<file path="config.mk">
export PLATFORM = sky130hd
export DESIGN_NAME = emu_ram_scan_ctrl_flat
export DESIGN_NICKNAME = d
export VERILOG_FILES = /design/src/rtl/emu_ram_scan_ctrl_if.sv /design/src/rtl/emu_ram_scan_ctrl.sv /design/src/flat_wrapper.sv
export SDC_FILE = /design/constraint.sdc
export NUM_CORES = 1
export LEC_CHECK = 0
export ABC_AREA = 1
export ABC_CLOCK_PERIOD_IN_PS = 3200
export BUFFER_PORTS_ARGS = -buffer_cell sky130_fd_sc_hd__buf_4
export CORE_ASPECT_RATIO = 2
export CORE_MARGIN = 1.5
export CORE_UTILIZATION = 44
export CTS_CLUSTER_DIAMETER = 50
export DETAILED_ROUTE_END_ITERATION = 12
export PLACE_DENSITY = 0.77
export SETUP_SLACK_MARGIN = 0.2
export SLEW_MARGIN = 0
export SYNTH_ARGS = -nofsm -noshare
export SYNTH_HDL_FRONTEND = slang
export SYNTH_SLANG_ARGS = --single-unit
</file>
<file path="constraint.sdc">
create_clock -name clk -period 3.2 [get_ports clk]
set_input_delay 0.32 -clock clk [delete_from_list [all_inputs] [get_ports clk]]
set_output_delay 0.32 -clock clk [all_outputs]
set_load 0.005 [all_outputs]
</file>
<file path="src/rtl/emu_ram_scan_ctrl_if.sv">
// rtl/emu_ram_scan_ctrl_if.sv - handshake and scan-chain bundle for emu_ram_scan_ctrl
// Signals:
//   cmd_valid/cmd_dir/cmd_ready   start request, 0=dump 1=restore
//   busy/done/pause               sequence status, one-cycle done, DUT clock-gate hold
//   ram_se/ram_sd/ram_sdi/ram_sdo RAM scan chain enable, direction, data in, data out
//   out_valid/out_ready/out_data  dump stream
//   in_valid/in_ready/in_data     restore stream
// Modports: slave = controller side, master = host/chain side.
interface emu_ram_scan_ctrl_if #(
   parameter int DATA_WIDTH = 64
);
   logic                  cmd_valid;
   logic                  cmd_dir;
   logic                  cmd_ready;
   logic                  busy;
   logic                  done;
   logic                  pause;
   logic                  ram_se;
   logic                  ram_sd;
   logic [DATA_WIDTH-1:0] ram_sdi;
   logic [DATA_WIDTH-1:0] ram_sdo;
   logic                  out_valid;
   logic                  out_ready;
   logic [DATA_WIDTH-1:0] out_data;
   logic                  in_valid;
   logic                  in_ready;
   logic [DATA_WIDTH-1:0] in_data;

   modport slave (
      input  cmd_valid, cmd_dir, ram_sdo, out_ready, in_valid, in_data,
      output cmd_ready, busy, done, pause, ram_se, ram_sd, ram_sdi,
             out_valid, out_data, in_ready
   );

   modport master (
      output cmd_valid, cmd_dir, ram_sdo, out_ready, in_valid, in_data,
      input  cmd_ready, busy, done, pause, ram_se, ram_sd, ram_sdi,
             out_valid, out_data, in_ready
   );
endinterface

</file>
<file path="src/rtl/emu_ram_scan_ctrl.sv">
// rtl/emu_ram_scan_ctrl.sv - RAM scan chain dump/restore sequencer
// Ports:
//   clk    free-running emulator clock, also advances the scan chain
//   rst_n  asynchronous active-low reset
//   bus    slave modport: command handshake, clock-gate pause, scan chain,
//          dump stream (through a skid FIFO) and restore stream
module emu_ram_scan_ctrl #(
   parameter int DATA_WIDTH  = 64,
   parameter int CHAIN_WORDS = 4,
   parameter int READ_LAT    = 2,
   parameter int FIFO_DEPTH  = 4
) (
   input  logic               clk,
   input  logic               rst_n,
   emu_ram_scan_ctrl_if.slave bus
);
   localparam int CW_W = $clog2(CHAIN_WORDS + 1);
   localparam int PW   = (FIFO_DEPTH > 1) ? $clog2(FIFO_DEPTH) : 1;
   localparam int FC_W = $clog2(FIFO_DEPTH + 1);

   typedef enum logic [2:0] {
      S_IDLE, S_PAUSE, S_DUMP, S_DRAIN, S_RESTORE, S_TAIL, S_RELEASE
   } state_e;

   state_e                state_q, state_d;
   logic                  dir_q, dir_d;
   logic [CW_W-1:0]       cnt_q, cnt_d;
   logic                  done_q;
   logic [READ_LAT-1:0]   rd_pipe_q;
   logic [DATA_WIDTH-1:0] fifo_mem [FIFO_DEPTH];
   logic [PW-1:0]         wr_ptr_q, rd_ptr_q;
   logic [FC_W-1:0]       fcnt_q;

   logic                  se, pause, in_rdy, dump_se;
   logic [DATA_WIDTH-1:0] sdi;
   logic                  push, pop, out_vld;
   logic                  credit_ok, words_left;
   int                    inflight;

   function automatic logic [PW-1:0] ptr_inc(input logic [PW-1:0] p);
      return (p == PW'(FIFO_DEPTH - 1)) ? '0 : p + PW'(1);
   endfunction

   assign inflight   = $countones(rd_pipe_q);
   // Reads in flight reserve FIFO space so a stalled stream can never overflow it.
   assign credit_ok  = (int'(fcnt_q) + inflight) < FIFO_DEPTH;
   assign words_left = cnt_q < CW_W'(CHAIN_WORDS);

   always_ff @(posedge clk or negedge rst_n) begin
      if (!rst_n) begin
         state_q <= S_IDLE;
         dir_q   <= 1'b0;
         cnt_q   <= '0;
         done_q  <= 1'b0;
      end else begin
         state_q <= state_d;
         dir_q   <= dir_d;
         cnt_q   <= cnt_d;
         done_q  <= (state_q == S_RELEASE);
      end
   end

   always_comb begin
      state_d = state_q;
      dir_d   = dir_q;
      cnt_d   = cnt_q;
      unique case (state_q)
         S_IDLE: begin
            if (bus.cmd_valid) begin
               dir_d   = bus.cmd_dir;
               cnt_d   = '0;
               state_d = S_PAUSE;
            end
         end
         S_PAUSE:   state_d = dir_q ? S_RESTORE : S_DUMP;
         S_DUMP: begin
            if (se) begin
               cnt_d = cnt_q + CW_W'(1);
               if (cnt_q == CW_W'(CHAIN_WORDS - 1)) state_d = S_DRAIN;
            end
         end
         S_DRAIN: begin
            if (inflight == 0 && fcnt_q == '0) state_d = S_RELEASE;
         end
         S_RESTORE: begin
            if (se) begin
               cnt_d = cnt_q + CW_W'(1);
               if (cnt_q == CW_W'(CHAIN_WORDS - 1)) state_d = S_TAIL;
            end
         end
         S_TAIL:    state_d = S_RELEASE;
         S_RELEASE: state_d = S_IDLE;
         default:   state_d = S_IDLE;
      endcase
   end

   always_comb begin
      pause  = 1'b0;
      se     = 1'b0;
      sdi    = '0;
      in_rdy = 1'b0;
      unique case (state_q)
         S_IDLE: ;
         S_DUMP: begin
            pause = 1'b1;
            se    = words_left && credit_ok;
         end
         S_RESTORE: begin
            pause  = 1'b1;
            in_rdy = words_left;
            se     = bus.in_valid && words_left;
            sdi    = se ? bus.in_data : '0;
         end
         // Commit cycle: the chain needs one extra shift with zero data to land the last word.
         S_TAIL: begin
            pause = 1'b1;
            se    = 1'b1;
         end
         default: pause = 1'b1;
      endcase
   end

   assign dump_se       = se && (state_q == S_DUMP);
   assign push          = rd_pipe_q[READ_LAT-1];
   assign out_vld       = (fcnt_q != '0);
   assign pop           = out_vld && bus.out_ready;

   assign bus.cmd_ready = (state_q == S_IDLE);
   assign bus.busy      = (state_q != S_IDLE);
   assign bus.done      = done_q;
   assign bus.pause     = pause;
   assign bus.ram_se    = se;
   assign bus.ram_sd    = (state_q != S_IDLE) && dir_q;
   assign bus.ram_sdi   = sdi;
   assign bus.in_ready  = in_rdy;
   assign bus.out_valid = out_vld;
   assign bus.out_data  = fifo_mem[rd_ptr_q];

   always_ff @(posedge clk or negedge rst_n) begin
      if (!rst_n) begin
         rd_pipe_q <= '0;
         wr_ptr_q  <= '0;
         rd_ptr_q  <= '0;
         fcnt_q    <= '0;
      end else begin
         // Valid shift pipe: bit READ_LAT-1 marks the cycle ram_sdo carries an issued word.
         rd_pipe_q <= READ_LAT'({rd_pipe_q, dump_se});
         if (push) wr_ptr_q <= ptr_inc(wr_ptr_q);
         if (pop)  rd_ptr_q <= ptr_inc(rd_ptr_q);
         fcnt_q <= fcnt_q + FC_W'(push) - FC_W'(pop);
      end
   end

   always_ff @(posedge clk) begin
      if (push) fifo_mem[wr_ptr_q] <= bus.ram_sdo;
   end
endmodule
</file>
<file path="src/flat_wrapper.sv">
// flat-port wrapper written by rule: the top's interface ports become plain ports
module emu_ram_scan_ctrl_flat 
#(
   parameter int DATA_WIDTH  = 64,
   parameter int CHAIN_WORDS = 4,
   parameter int READ_LAT    = 2,
   parameter int FIFO_DEPTH  = 4
)
  (clk, rst_n, bus_cmd_valid, bus_cmd_dir, bus_ram_sdo, bus_out_ready, bus_in_valid, bus_in_data, bus_cmd_ready, bus_busy, bus_done, bus_pause, bus_ram_se, bus_ram_sd, bus_ram_sdi, bus_out_valid, bus_out_data, bus_in_ready);
  emu_ram_scan_ctrl_if #(.DATA_WIDTH(DATA_WIDTH)) bus_i ();
  input  logic clk;
  input  logic rst_n;
  input wire logic [$bits(bus_i.cmd_valid)-1:0] bus_cmd_valid;
  input wire logic [$bits(bus_i.cmd_dir)-1:0] bus_cmd_dir;
  input wire logic [$bits(bus_i.ram_sdo)-1:0] bus_ram_sdo;
  input wire logic [$bits(bus_i.out_ready)-1:0] bus_out_ready;
  input wire logic [$bits(bus_i.in_valid)-1:0] bus_in_valid;
  input wire logic [$bits(bus_i.in_data)-1:0] bus_in_data;
  output wire logic [$bits(bus_i.cmd_ready)-1:0] bus_cmd_ready;
  output wire logic [$bits(bus_i.busy)-1:0] bus_busy;
  output wire logic [$bits(bus_i.done)-1:0] bus_done;
  output wire logic [$bits(bus_i.pause)-1:0] bus_pause;
  output wire logic [$bits(bus_i.ram_se)-1:0] bus_ram_se;
  output wire logic [$bits(bus_i.ram_sd)-1:0] bus_ram_sd;
  output wire logic [$bits(bus_i.ram_sdi)-1:0] bus_ram_sdi;
  output wire logic [$bits(bus_i.out_valid)-1:0] bus_out_valid;
  output wire logic [$bits(bus_i.out_data)-1:0] bus_out_data;
  output wire logic [$bits(bus_i.in_ready)-1:0] bus_in_ready;
  assign bus_i.cmd_valid = bus_cmd_valid;
  assign bus_i.cmd_dir = bus_cmd_dir;
  assign bus_i.ram_sdo = bus_ram_sdo;
  assign bus_i.out_ready = bus_out_ready;
  assign bus_i.in_valid = bus_in_valid;
  assign bus_i.in_data = bus_in_data;
  assign bus_cmd_ready = bus_i.cmd_ready;
  assign bus_busy = bus_i.busy;
  assign bus_done = bus_i.done;
  assign bus_pause = bus_i.pause;
  assign bus_ram_se = bus_i.ram_se;
  assign bus_ram_sd = bus_i.ram_sd;
  assign bus_ram_sdi = bus_i.ram_sdi;
  assign bus_out_valid = bus_i.out_valid;
  assign bus_out_data = bus_i.out_data;
  assign bus_in_ready = bus_i.in_ready;
  emu_ram_scan_ctrl #(.DATA_WIDTH(DATA_WIDTH), .CHAIN_WORDS(CHAIN_WORDS), .READ_LAT(READ_LAT), .FIFO_DEPTH(FIFO_DEPTH)) u_core (.clk(clk), .rst_n(rst_n), .bus(bus_i));
endmodule
</file>
# Word level (Yosys, flattened, before mapping)
# Memories as Yosys holds them, arrays and structs flattened.
# Index checks and enable logic that the tools add are counted.
# word_totals
ff_bits	17
latchBits	0
ram_bits	256
rom_bits	0
in_bits	134
out_inout_bits	136
n_memories	1
# memory_table
name	words	width	read_ports	rd_ports_with_merged_regs	wr	line	text
u_core.fifo_mem	4	64	1	0	1	emu_ram_scan_ctrl.sv:30	logic [DATA_WIDTH-1:0] fifo_mem [FIFO_DEPTH];
# classes
addsub	7
multipliers	0
div	0
n_lt_le_gt_ge	2
n_eq_ne	16
shifts	0
n_mux	20
n_bitwise	0
reduce_logical	16
# ops
operator	count
two-way mux 64 bit	2
adder 4 x 32 -> 32 bit	1
logical NOT 32 bit	1
< comparator 32 x 4 -> 1 bit, second input constant	1
two-way mux 3 bit	9
one-hot mux 3 bit (6 select lines)	1
!= test 2 x 1 -> 1 bit, second input constant	6
== test 3 x 2 -> 1 bit, second input constant	3
== test 3 bit, second input constant	3
logical AND 1 bit	6
logical NOT 3 bit	2
one-hot mux 3 bit (2 select lines)	1
AND reduction 6 bit	1
nonzero test 3 bit	2
adder 2 x 1 -> 2 bit, second input constant	2
== test 2 bit, second input constant	2
two-way mux 1 bit	4
two-way mux 2 bit	2
adder 3 x 1 -> 3 bit	1
adder 3 x 1 -> 3 bit, second input constant	1
== test 3 x 1 -> 1 bit, second input constant	1
< comparator 3 bit, second input constant	1
one-hot mux 1 bit (3 select lines)	1
AND reduction 3 bit	1
6 further kinds	6

# Longest topological paths before layout
# Gate-level depths: netlist (run 1).
# depth
word_depth	7
ltp_mapped	10
mapped_depth_nobuf	10

# Worst setup path after synthesis (run 1)
# Ideal clock, no wire load.
# synth_timing
kind	flip-flop to flip-flop
from	register u_core.wr_ptr_q[0]
to	memory u_core.fifo_mem[2][0] (enable)
arrival_ns	1.919
required_time_ns	2.782
setup_slack_ns	0.862
path_stages_with_launch	5
path_buffers	0
synth_period_minus_slack_ns	2.338
cell_sequence	dfrtp_1 -> inv_1 -> ha_1 -> nand2_1 -> inv_1
# synth_rtl
item	line	text
from (decl)	emu_ram_scan_ctrl.sv:31	logic [PW-1:0] wr_ptr_q, rd_ptr_q;
from (signal assigned)	emu_ram_scan_ctrl.sv:148	if (push) wr_ptr_q <= ptr_inc(wr_ptr_q);
to (decl)	emu_ram_scan_ctrl.sv:30	
# Straight into the memory's write port.

# Worst setup path after layout (run 1)
# layout_timing
from	register u_core.rd_ptr_q[0]
to	output bus_out_data[2]
# layout_between
elab_chain_cells	1
# layout_rtl
item	line	text
from (decl)	emu_ram_scan_ctrl.sv:31	
from (signal assigned)	emu_ram_scan_ctrl.sv:149	if (pop) rd_ptr_q <= ptr_inc(rd_ptr_q);
memory read (4 x 64 bit)	--	
to (decl)	flat_wrapper.sv:27	output wire logic [$bits(bus_i.out_data)-1:0] bus_out_data;
# Every way passes these cells.

==> results of run 1 <==
## synthesized netlist by cell type (all sizes together)
cell type / count / area, um^2
edfxtp: 256 / 7690
nor2: 205 / 777
o21ai: 134 / 671
inv: 90 / 338
o22ai: 64 / 400
clkbuf: 31 / 116
nand2: 29 / 116
buf: 23 / 136
dfrtp: 17 / 425
ha: 12 / 150
nand3: 9 / 50.1
nand4: 6 / 37.5
a21oi: 3 / 15.0
nor3: 2 / 10.0
xnor2: 2 / 17.5
clkinv: 1 / 8.76
fa: 1 / 20.0
or2: 1 / 6.26
## cell usage in the layout (no fill, tap or decap), drive strengths merged, types with 2 or more instances in the layout
| master | n |
|---|---|
| nor3 | 2 |
| buf | 283 |
| a21oi | 3 |
| o21ai | 134 |
| nand2 | 29 |
| o22ai | 64 |
| inv | 92 |
| ha | 12 |
| nand4 | 6 |
| clkinv | 9 |
| dlygate4sd3 | 62 |
| nor2 | 205 |
| edfxtp | 256 |
| clkbuf | 27 |
| xnor2 | 2 |
| nand3 | 9 |
| dfrtp | 17 |
## worst paths after layout
path                                      from                     end  slack, ns  cells past startpoint
max                         u_core.rd_ptr_q[0]         bus_out_data[2]       0.59                      5
min in group asynchronous                rst_n       u_core.state_q[2]       0.23                      2
max reg2reg                 u_core.wr_ptr_q[0]  u_core.fifo_mem[0][51]       1.17                      5
min                            bus_ram_sdo[26]  u_core.fifo_mem[1][26]       0.02                      1
min reg2reg                u_core.rd_pipe_q[0]     u_core.rd_pipe_q[1]       0.45                      0
max in group asynchronous                rst_n      u_core.rd_ptr_q[0]       2.75                      2
## critical path, delay by kind of cell (launching register included)
kind | cells | cell delay [ns]
AOI/OAI and AO/OA | 2 | 0.27
buffers and inverters | 3 | 0.98
DFF | 1 | 0.50
## cell type report
class / count / share of cell area (%)
Multi-Input combinational cell: 468 / 15.5
Antenna cell: 1 / 0.0171
Inverter: 91 / 2.38
Timing Repair Buffer: 345 / 19.2
Clock inverter: 11 / 0.573
Tap cell: 332 / 2.84
Clock buffer: 27 / 4.03
Sequential cell: 273 / 55.5
## registers in the layout, indices dropped and copies added (netlist names)
name	cells
u_core.wr_ptr_q	2
u_core.cnt_q	3
u_core.fifo_mem	256
u_core.fcnt_q	3
u_core.rd_pipe_q	2
u_core.state_q	3
u_core.rd_ptr_q	2
u_core.bus.done	1
u_core.dir_q	1
## power by group through the flow
stage | registers, mW | clock network (mW) | logic [mW]
after floorplan | 4.52 | 0 | 2.15
after global placement | 4.56 | 0 | 3.95
after detailed placement | 4.58 | 0 | 4.04
after CTS | 4.50 | 2.61 | 4.12
after global routing | 4.54 | 2.74 | 4.47
final | 4.51 | 2.55 | 4.08
## cells by family after synthesis
group / Yosys count / synth area share [%]
xor+xnor: 2 / 0.160
fa+ha+maj: 13 / 1.55
simple gates: 252 / 9.08
compound gates: 201 / 9.89
flops: 273 / 73.9
buf+inv: 145 / 5.46
## layer usage
| metal | track usage [%] | up-vias | part of all wire, % |
|---|---|---|---|
| met5 | 0 | - | 0 |
| li1 | - | 3726 | - |
| met1 | 19.8 | 3777 | 35 |
| met2 | 38.7 | 268 | 56 |
| met4 | 8.88 | 0 | 3.7 |
| met3 | 2.81 | 58 | 5.1 |
==> flow_summary_export.csv, run 1 <==
group,metric,value,unit
global_route,antenna_found_initial,1,
logic_synthesis,synth-seq-area-share,73.9,%
finish,fin_area,14600,um^2
floorplanning,coreArea,24500,um^2
finish,seq_area,8120,um^2
logic_synthesis,syn_area_per_cell,12.4,um^2
logic_synthesis,synth_seq_cells,273,
power_and_ir_drop,p_clk_share,22.9,%
finish,multi_input_area,2270,um^2
route,wl_per_cell,16.9,um
sta,finalCritPeriodShare,81.6,%
setup_path,crit_type,"flop to primary output",
floorplanning,die_x,115,um
floorplanning,initial_core_util,44.8,%
power_and_ir_drop,p_int,7.46,mW
finish,area_growth,33.3,%
global_route,grt.overflow.total,0,
logic_synthesis,netlist_area,11000,um^2
cts,cts_buffers,23,
route,wl,26100,um
sta,hold_viol,0,
placement,dpl-instance-area,13300,um^2
power_and_ir_drop,power_density,761,nW/um^2
sta,setup_violations,0,
logic_synthesis,synth_fp_nets,1033,
route,dr.pass1.iters,4,
sta,maxSlewViolCount,0,
route,drc,0,
setup_path,path_cells,"inv_4 -> buf_4 -> o21ai_0 -> o22ai_1 -> buf_4",
cts,clkSinkCount,273,
placement,detailed_place_hpwl,15900,um
logic_synthesis,synthCells,886,
cts,clockBufferDepth,3,
finish,utilization,59.7,%
route,viasPerCell,5.06,
placement,dp.cells,1447,
power_and_ir_drop,irDropWorstVdd,0.695,mV
floorplanning,die_h,226,um
placement,port_buffers,269,
finish,fillers,1895,
sta,relSlewSlack,50.7,%
floorplanning,boundaryPins,270,
setup_path,critPathArrivalTime,2.29,ns
sta,tightest_slew,0.739,ns
placement,dpl_worst_slack,1.12,ns
route,drtAntennaViolNets,0,
finish,nNetsFinal,1349,
sta,period_needed,2.61,ns
worst_hold_path,hp-class,"input port to flop",
route,vias,7829,
cts,cts_tree,"yes",
power_and_ir_drop,power.leakage,5.87,nW
cts,clock_latency,0.52,ns
cts,cts_resized,0,
global_route,grt_max_degree,131,
placement,gp_congestion,0.782,
logic_synthesis,synth.distinct_cells,24,
floorplanning,num_rows,81,
cts,ctsHoldBuffers,62,
global_route,grtUsageTotal,19.6,%
cts,cts_root_buf,"clkbuf_16",
power_and_ir_drop,combPwrFrac,36.6,%
sta,fin_worst_skew,0.0148,ns
setup_path,critPathMaxStageDelay,0.50,ns
setup_path,cp_slowest_cell,"dfrtp_4",
setup_path,critPathCaptureType,"primary output",
setup_path,cp_max_fo,69,
cts,cts-htree-levels,1,
floorplanning,fp.dieArea,26000,um^2
setup_path,path_common_cell,"buf_4",
run_status,outcome,"finished, final reports clean",
finish,drive_gt1_share,26.8,%
cts,clk_pin_slew_worst_paths,0.06,ns
power_and_ir_drop,finalPower,11.1,mW
power_and_ir_drop,p_sw_share,33.1,%
power_and_ir_drop,power_frac_seq,40.5,%
sta,grt_setup_unrepaired,"no",
sta,hold_slack,0.0212,ns
global_route,grt_pass1_wl,39000,um
run,max_cap_viol_count,0,
sta,fmax,383,MHz
sta,layout_setup_ws,0.590,ns
cts,post_cts_buffers,0,
global_route,first_global_vias,7800,
finish,final_cells,1548,
sta,finalSetupTns,0,ns
power_and_ir_drop,p_switching,3.68,mW
setup_path,worstPathRequired,2.88,ns
setup_path,cp-start-kind,"flop",
logic_synthesis,yosysWarnings,0,
route,dr.first_iter.drc_count,319,
No activity file was read; power rests on OpenSTA's default activity.
==> inputs of run 2 (changes only) <==
--- a/config.mk
+++ b/config.mk
@@ -6,7 +6,7 @@
 export NUM_CORES = 1
 export LEC_CHECK = 0
 export ABC_AREA = 1
-export ABC_CLOCK_PERIOD_IN_PS = 3200
+export ABC_CLOCK_PERIOD_IN_PS = 2750
 export BUFFER_PORTS_ARGS = -buffer_cell sky130_fd_sc_hd__buf_4
 export CORE_ASPECT_RATIO = 2
 export CORE_MARGIN = 1.5
==> constraint.sdc (replaced) <==
create_clock -name clk -period 2.75 [get_ports clk]
set_input_delay 0.275 -clock clk [delete_from_list [all_inputs] [get_ports clk]]
set_output_delay 0.275 -clock clk [all_outputs]
set_load 0.005 [all_outputs]
==> flow_summary_export.csv, run 2 (synthesis results as in run 1) <==
group,metric,value,unit
cts,cts_tree,"yes",
setup_path,worstPathRequired,2.48,ns
power_and_ir_drop,power_frac_seq,39.4,%
route,viasPerCell,5.05,
floorplanning,die_h,226,um
cts,clockBufferDepth,3,
sta,finalSetupTns,0,ns
setup_path,cp_num_buf_inv,3,
floorplanning,die_x,115,um
power_and_ir_drop,p_int,9.06,mW
sta,fmax,414,MHz
power_and_ir_drop,p_switching,4.33,mW
sta,period_needed,2.41,ns
power_and_ir_drop,p_clk_share,25.0,%
finish,diodes,0,
route,wl_per_cell,16.7,um
finish,fin_area,14800,um^2
setup_path,critical_path.top_delay_family,"flip-flops",
cts,cts_buffers,22,
placement,dpl-instance-area,13400,um^2
setup_path,critPathMaxStageDelay,0.60,ns
route,wl,26000,um
sta,relSlewSlack,61.8,%
placement,dp.cells,1450,
worst_hold_path,hold_path.startpoint,"bus_cmd_dir",
route,drc,0,
cts,cts_root_buf,"clkbuf_16",
route,dr.pass1.iters,5,
global_route,grtUsageTotal,19.8,%
floorplanning,num_rows,81,
finish,regMostFlops,"u_core.fifo_mem",
run_status,outcome,"finished, final reports clean",
sta,fin_worst_skew,0.00966,ns
route,vias,7849,
finish,final_cell_mix,"277 x buf_4, 256 x edfxtp_1, 204 x nor2_1, 134 x o21ai_0, 82 x inv_1",
floorplanning,fp.dieArea,26000,um^2
setup_path,crit_type,"flop to primary output",
setup_path,crit_path_start,"u_core.rd_ptr_q[0]",
placement,detailed_place_hpwl,16100,um
sta,setup_violations,0,
setup_path,r2r_start,"u_core.fcnt_q[1]",
sta,maxSlewViolCount,0,
setup_path,critPathArrivalTime,2.14,ns
setup_path,cp_max_fo,68,
route,drtAntennaViolNets,0,
global_route,grt_max_degree,69,
placement,port_buffers,269,
setup_path,path_cells,"inv_4 -> buf_12 -> o21ai_0 -> o22ai_1 -> buf_4",
cts,clk_pin_slew_worst_paths,0.07,ns
power_and_ir_drop,p_sw_share,32.4,%
sta,hold_viol,0,
sta,grt_setup_unrepaired,"no",
power_and_ir_drop,irDropWorstVdd,0.982,mV
power_and_ir_drop,combPwrFrac,35.6,%
power_and_ir_drop,power_density,902,nW/um^2
worst_hold_path,hp-class,"input port to flop",
finish,area_growth,35.1,%
sta,finalCritPeriodShare,87.7,%
setup_path,cp_slowest_cell,"dfrtp_4",
global_route,antenna_found_initial,0,
finish,largest_register_ffs,256,
global_route,grt_pass1_wl,39600,um
run,max_cap_viol_count,0,
setup_path,cp-start-kind,"flop",
finish,final_common_cell,"buf_4",
sta,tightest_slew,0.573,ns
cts,cts-htree-levels,1,
placement,gp_congestion,0.803,
global_route,grt.overflow.total,0,
cts,clock_latency,0.52,ns
setup_path,critPathCaptureType,"primary output",
global_route,first_global_vias,8064,
floorplanning,initial_core_util,44.8,%
cts,clkSinkCount,273,
floorplanning,coreArea,24500,um^2
route,dr.first_iter.drc_count,382,
finish,nNetsFinal,1354,
power_and_ir_drop,power.leakage,5.96,nW
finish,drive_gt1_share,27.3,%
floorplanning,boundaryPins,270,
finish,final_cells,1554,
==> run 2: worst register-to-register path, stage by stage (launching register included) <==
cell and delay, ns:
dfrtp_1 0.45, nor2_1 0.16, nand2_1 0.09, nand2_1 0.07, inv_1 0.08, ha_1 0.29, inv_1 0.06, ha_1 0.13
inv_1 0.04, fa_1 0.37, xnor2_1 0.13
==> run 2: power groups by stage <==
stage / clock network [mW] / registers, mW / logic, mW
floorplan: 0 / 5.26 / 2.50
global placement: 0 / 5.35 / 4.61
detailed placement: 0 / 5.37 / 4.73
CTS: 3.41 / 5.28 / 4.83
global route: 3.55 / 5.33 / 5.28
finish: 3.35 / 5.28 / 4.76
==> run 2: repair_timing <==
item / 4_1_cts / 5_1_grt
hold buffers: 65 / 0
buffers inserted: 0 / 0
hold endpoints to repair: 273 / 0
resized for setup: 0 / 0
==> run 2: path summary, 6_finish.rpt <==
kind                                       end  slack [ns]  depth (start not counted)
min                               u_core.dir_q        0.02                          3
max in group asynchronous   u_core.rd_ptr_q[0]        2.35                          2
max reg2reg                   u_core.fcnt_q[2]        0.77                         10
min in group asynchronous         u_core.dir_q        0.17                          2
min reg2reg                u_core.rd_pipe_q[1]        0.42                          0
max                           bus_out_data[41]        0.34                          5
==> run 2: cell type report <==
| class | count | area [um^2] |
|---|---|---|
| fillers | 1885 | 9680 |
| flip-flops and latches | 273 | 8120 |
| repair buffers | 351 | 2910 |
| multi-input cells | 468 | 2270 |
| clock buffers | 23 | 554 |
| well taps | 332 | 415 |
| inverters | 91 | 349 |
| clock inverters | 16 | 224 |
==> run 2: per-stage QoR <==
stage	worst slack [ns]	total power, mW	utilization (%)	hold WS (ns)
2_1_floorplan	0.412	7.76	-	-0.0206
3_3_place_gp	0.797	9.96	54.7	0.158
3_5_place_dp	0.753	10.1	54.7	0.161
4_1_cts	0.329	13.5	60.5	0.00200
5_1_grt	0.242	14.2	60.5	0.0422
6_report	0.337	13.4	60.5	0.0199
==> run 2: per-layer routing <==
layer	up-vias	GRT usage, %	share of wire, %	wire, um
met1	3810	20.4	35	9040
met2	269	38.7	57	14900
li1	3732	-	-	-
met5	-	0	0	0
met4	0	9.28	2.7	694
met3	38	2.59	5.4	1420
==> inputs of run 3 (changes only) <==
--- a/config.mk
+++ b/config.mk
@@ -6,7 +6,7 @@
 export NUM_CORES = 1
 export LEC_CHECK = 0
 export ABC_AREA = 1
-export ABC_CLOCK_PERIOD_IN_PS = 2750
+export ABC_CLOCK_PERIOD_IN_PS = 2300
 export BUFFER_PORTS_ARGS = -buffer_cell sky130_fd_sc_hd__buf_4
 export CORE_ASPECT_RATIO = 2
 export CORE_MARGIN = 1.5
==> constraint.sdc (replaced) <==
create_clock -name clk -period 2.3 [get_ports clk]
set_input_delay 0.23 -clock clk [delete_from_list [all_inputs] [get_ports clk]]
set_output_delay 0.23 -clock clk [all_outputs]
set_load 0.005 [all_outputs]
==> flow_summary_export.csv, run 3 (synthesis results as in run 1) <==
group,metric,value,unit
cts,cts-htree-levels,1,
finish,drive_gt1_share,32.3,%
sta,finalCritPeriodShare,94.9,%
global_route,grt_max_degree,71,
sta,period_needed,2.18,ns
sta,fmax,458,MHz
setup_path,path_cells,"buf_4 -> clkbuf_16 -> nor2_1 -> o22ai_1 -> buf_4",
sta,finalSetupTns,0,ns
floorplanning,num_rows,81,
cts,clock_latency,0.52,ns
route,wl,30000,um
global_route,grtUsageTotal,21.1,%
global_route,grt.overflow.total,0,
setup_path,cp-start-kind,"flop",
setup_path,r2r_start,"u_core.fcnt_q[1]",
route,drtAntennaViolNets,0,
sta,hold_slack,0.0786,ns
power_and_ir_drop,power.leakage,6.26,nW
setup_path,crit_path_start,"u_core.rd_ptr_q[0]",
setup_path,cp_num_buf_inv,3,
sta,maxSlewViolCount,0,
floorplanning,die_x,115,um
setup_path,critical_path.top_delay_family,"buffers and inverters",
finish,nNetsFinal,1387,
worst_hold_path,hp-class,"input port to flop",
route,wl_per_cell,18.8,um
route,dr.first_iter.drc_count,467,
setup_path,path_common_cell,"buf_4",
finish,seq_area,8120,um^2
setup_path,critPathArrivalTime,1.95,ns
setup_path,crit_type,"flop to primary output",
finish,area_growth,42.2,%
setup_path,critPathCaptureType,"primary output",
setup_path,critPathMaxStageDelay,0.55,ns
cts,cts_root_buf,"clkbuf_16",
run,max_cap_viol_count,0,
finish,largest_register_ffs,256,
sta,setup_violations,0,
power_and_ir_drop,irDropWorstVdd,1.02,mV
setup_path,worstPathRequired,2.07,ns
finish,regMostFlops,"u_core.fifo_mem",
cts,clkSinkCount,273,
cts,cts_buffers,24,
placement,detailed_place_hpwl,17400,um
floorplanning,initial_core_util,44.8,%
cts,clockBufferDepth,3,
power_and_ir_drop,power_density,1130,nW/um^2
finish,final_cell_mix,"286 x buf_4, 256 x edfxtp_1, 193 x nor2_1, 90 x o21ai_0, 82 x inv_1",
route,drc,0,
floorplanning,die_h,226,um
route,vias,8193,
global_route,grt_pass1_wl,41400,um
worst_hold_path,hold_path.startpoint,"bus_out_ready",
route,dr.pass1.iters,5,
sta,grt_setup_unrepaired,"yes",
sta,fin_worst_skew,0.00930,ns
placement,gp_congestion,0.793,
finish,fillers,1871,
cts,clk_pin_slew_worst_paths,0.07,ns
setup_path,cp_max_fo,19,
finish,multi_input_area,2450,um^2
sta,relSlewSlack,66.5,%
cts,cts_tree,"yes",
floorplanning,boundaryPins,270,
global_route,antenna_found_initial,2,
route,viasPerCell,5.15,
floorplanning,fp.dieArea,26000,um^2
placement,port_buffers,269,
setup_path,cp_slowest_cell,"dfrtp_4",
global_route,first_global_vias,8191,
floorplanning,coreArea,24500,um^2
finish,final_common_cell,"buf_4",
sta,tightest_slew,0.501,ns
sta,hold_viol,0,
run_status,outcome,"finished, final reports clean",
[run 3: changes by cell type in the layout (fill, tap and decap cells not counted), moves of 7 or more]
| cell | change |
|---|---|
| clkbuf_16 | +7 |
| o21ai_2 | +10 |
| o21ai_0 | -44 |
| nor2_1 | -11 |
| buf_4 | +9 |
| o22ai_2 | +14 |
| o21ai_1 | +34 |
| o22ai_1 | -14 |
| nor2_2 | +10 |
[run 3: per-stage QoR]
stage	utilization, %	setup WS [ns]	cells	power (mW)	area [um^2]
detailed placement	55.4	0.313	1460	12.3	13600
finish	63.7	0.117	1591	17.6	15600
global route	63.7	0.0950	1590	18.4	15600
global placement	55.4	0.350	1460	12.1	13600
CTS	62.4	0.118	1575	17.0	15300
floorplan	-	0.273	886	9.28	11000
[run 3: tightest hold or removal path, delay by kind of cell]
kind                   cells  cell delay, ns
AOI/OAI and AO/OA          1            0.09
buffers and inverters      2            0.19
and+or+nand+nor            1            0.04
[run 3: per-layer routing]
metal	GRT usage, %	part of all wire, %	up-vias
li1	-	-	3816
met2	42.6	57	365
met1	20.1	33	3948
met5	0	0	-
met3	2.83	5.9	64
met4	10.5	4.1	0
[run 3: timing repair]
action | 4_1_cts | 5_1_grt
hold endpoints to repair | 274 | 0
setup buffers | 4 | 7
pin swaps | 3 | 9
setup endpoints to repair | 129 | 123
gates cloned | 2 | 6
resized for setup | 21 | 83
hold buffers | 67 | 0
[run 3: final cells by class]
type	instances	area share [%]
clock inverter	11	1.21
timing repair inverter	2	0.112
tap	332	2.66
inverter	91	2.41
antenna	3	0.0481
sequential	273	52.0
clock buffer	31	4.15
timing repair buffer	380	21.7
multi-input combinational	468	15.7
[run 3: final timing paths]
check                                     end  slack [ns]  depth (start not counted)
max reg2reg                  u_core.fcnt_q[1]        0.32                         10
min in group asynchronous  u_core.rd_ptr_q[0]        0.13                          2
min                        u_core.rd_ptr_q[1]        0.08                          4
max in group asynchronous   u_core.state_q[1]        1.95                          2
min reg2reg                   u_core.cnt_q[1]        0.48                          2
max                          bus_out_data[41]        0.12                          5
[run 3: report_power, final]
group	leakage (nW)	switching [mW]	internal [mW]
logic	3.33	3.89	3.20
registers	2.52	0.260	6.04
clock network	0.409	1.69	2.56
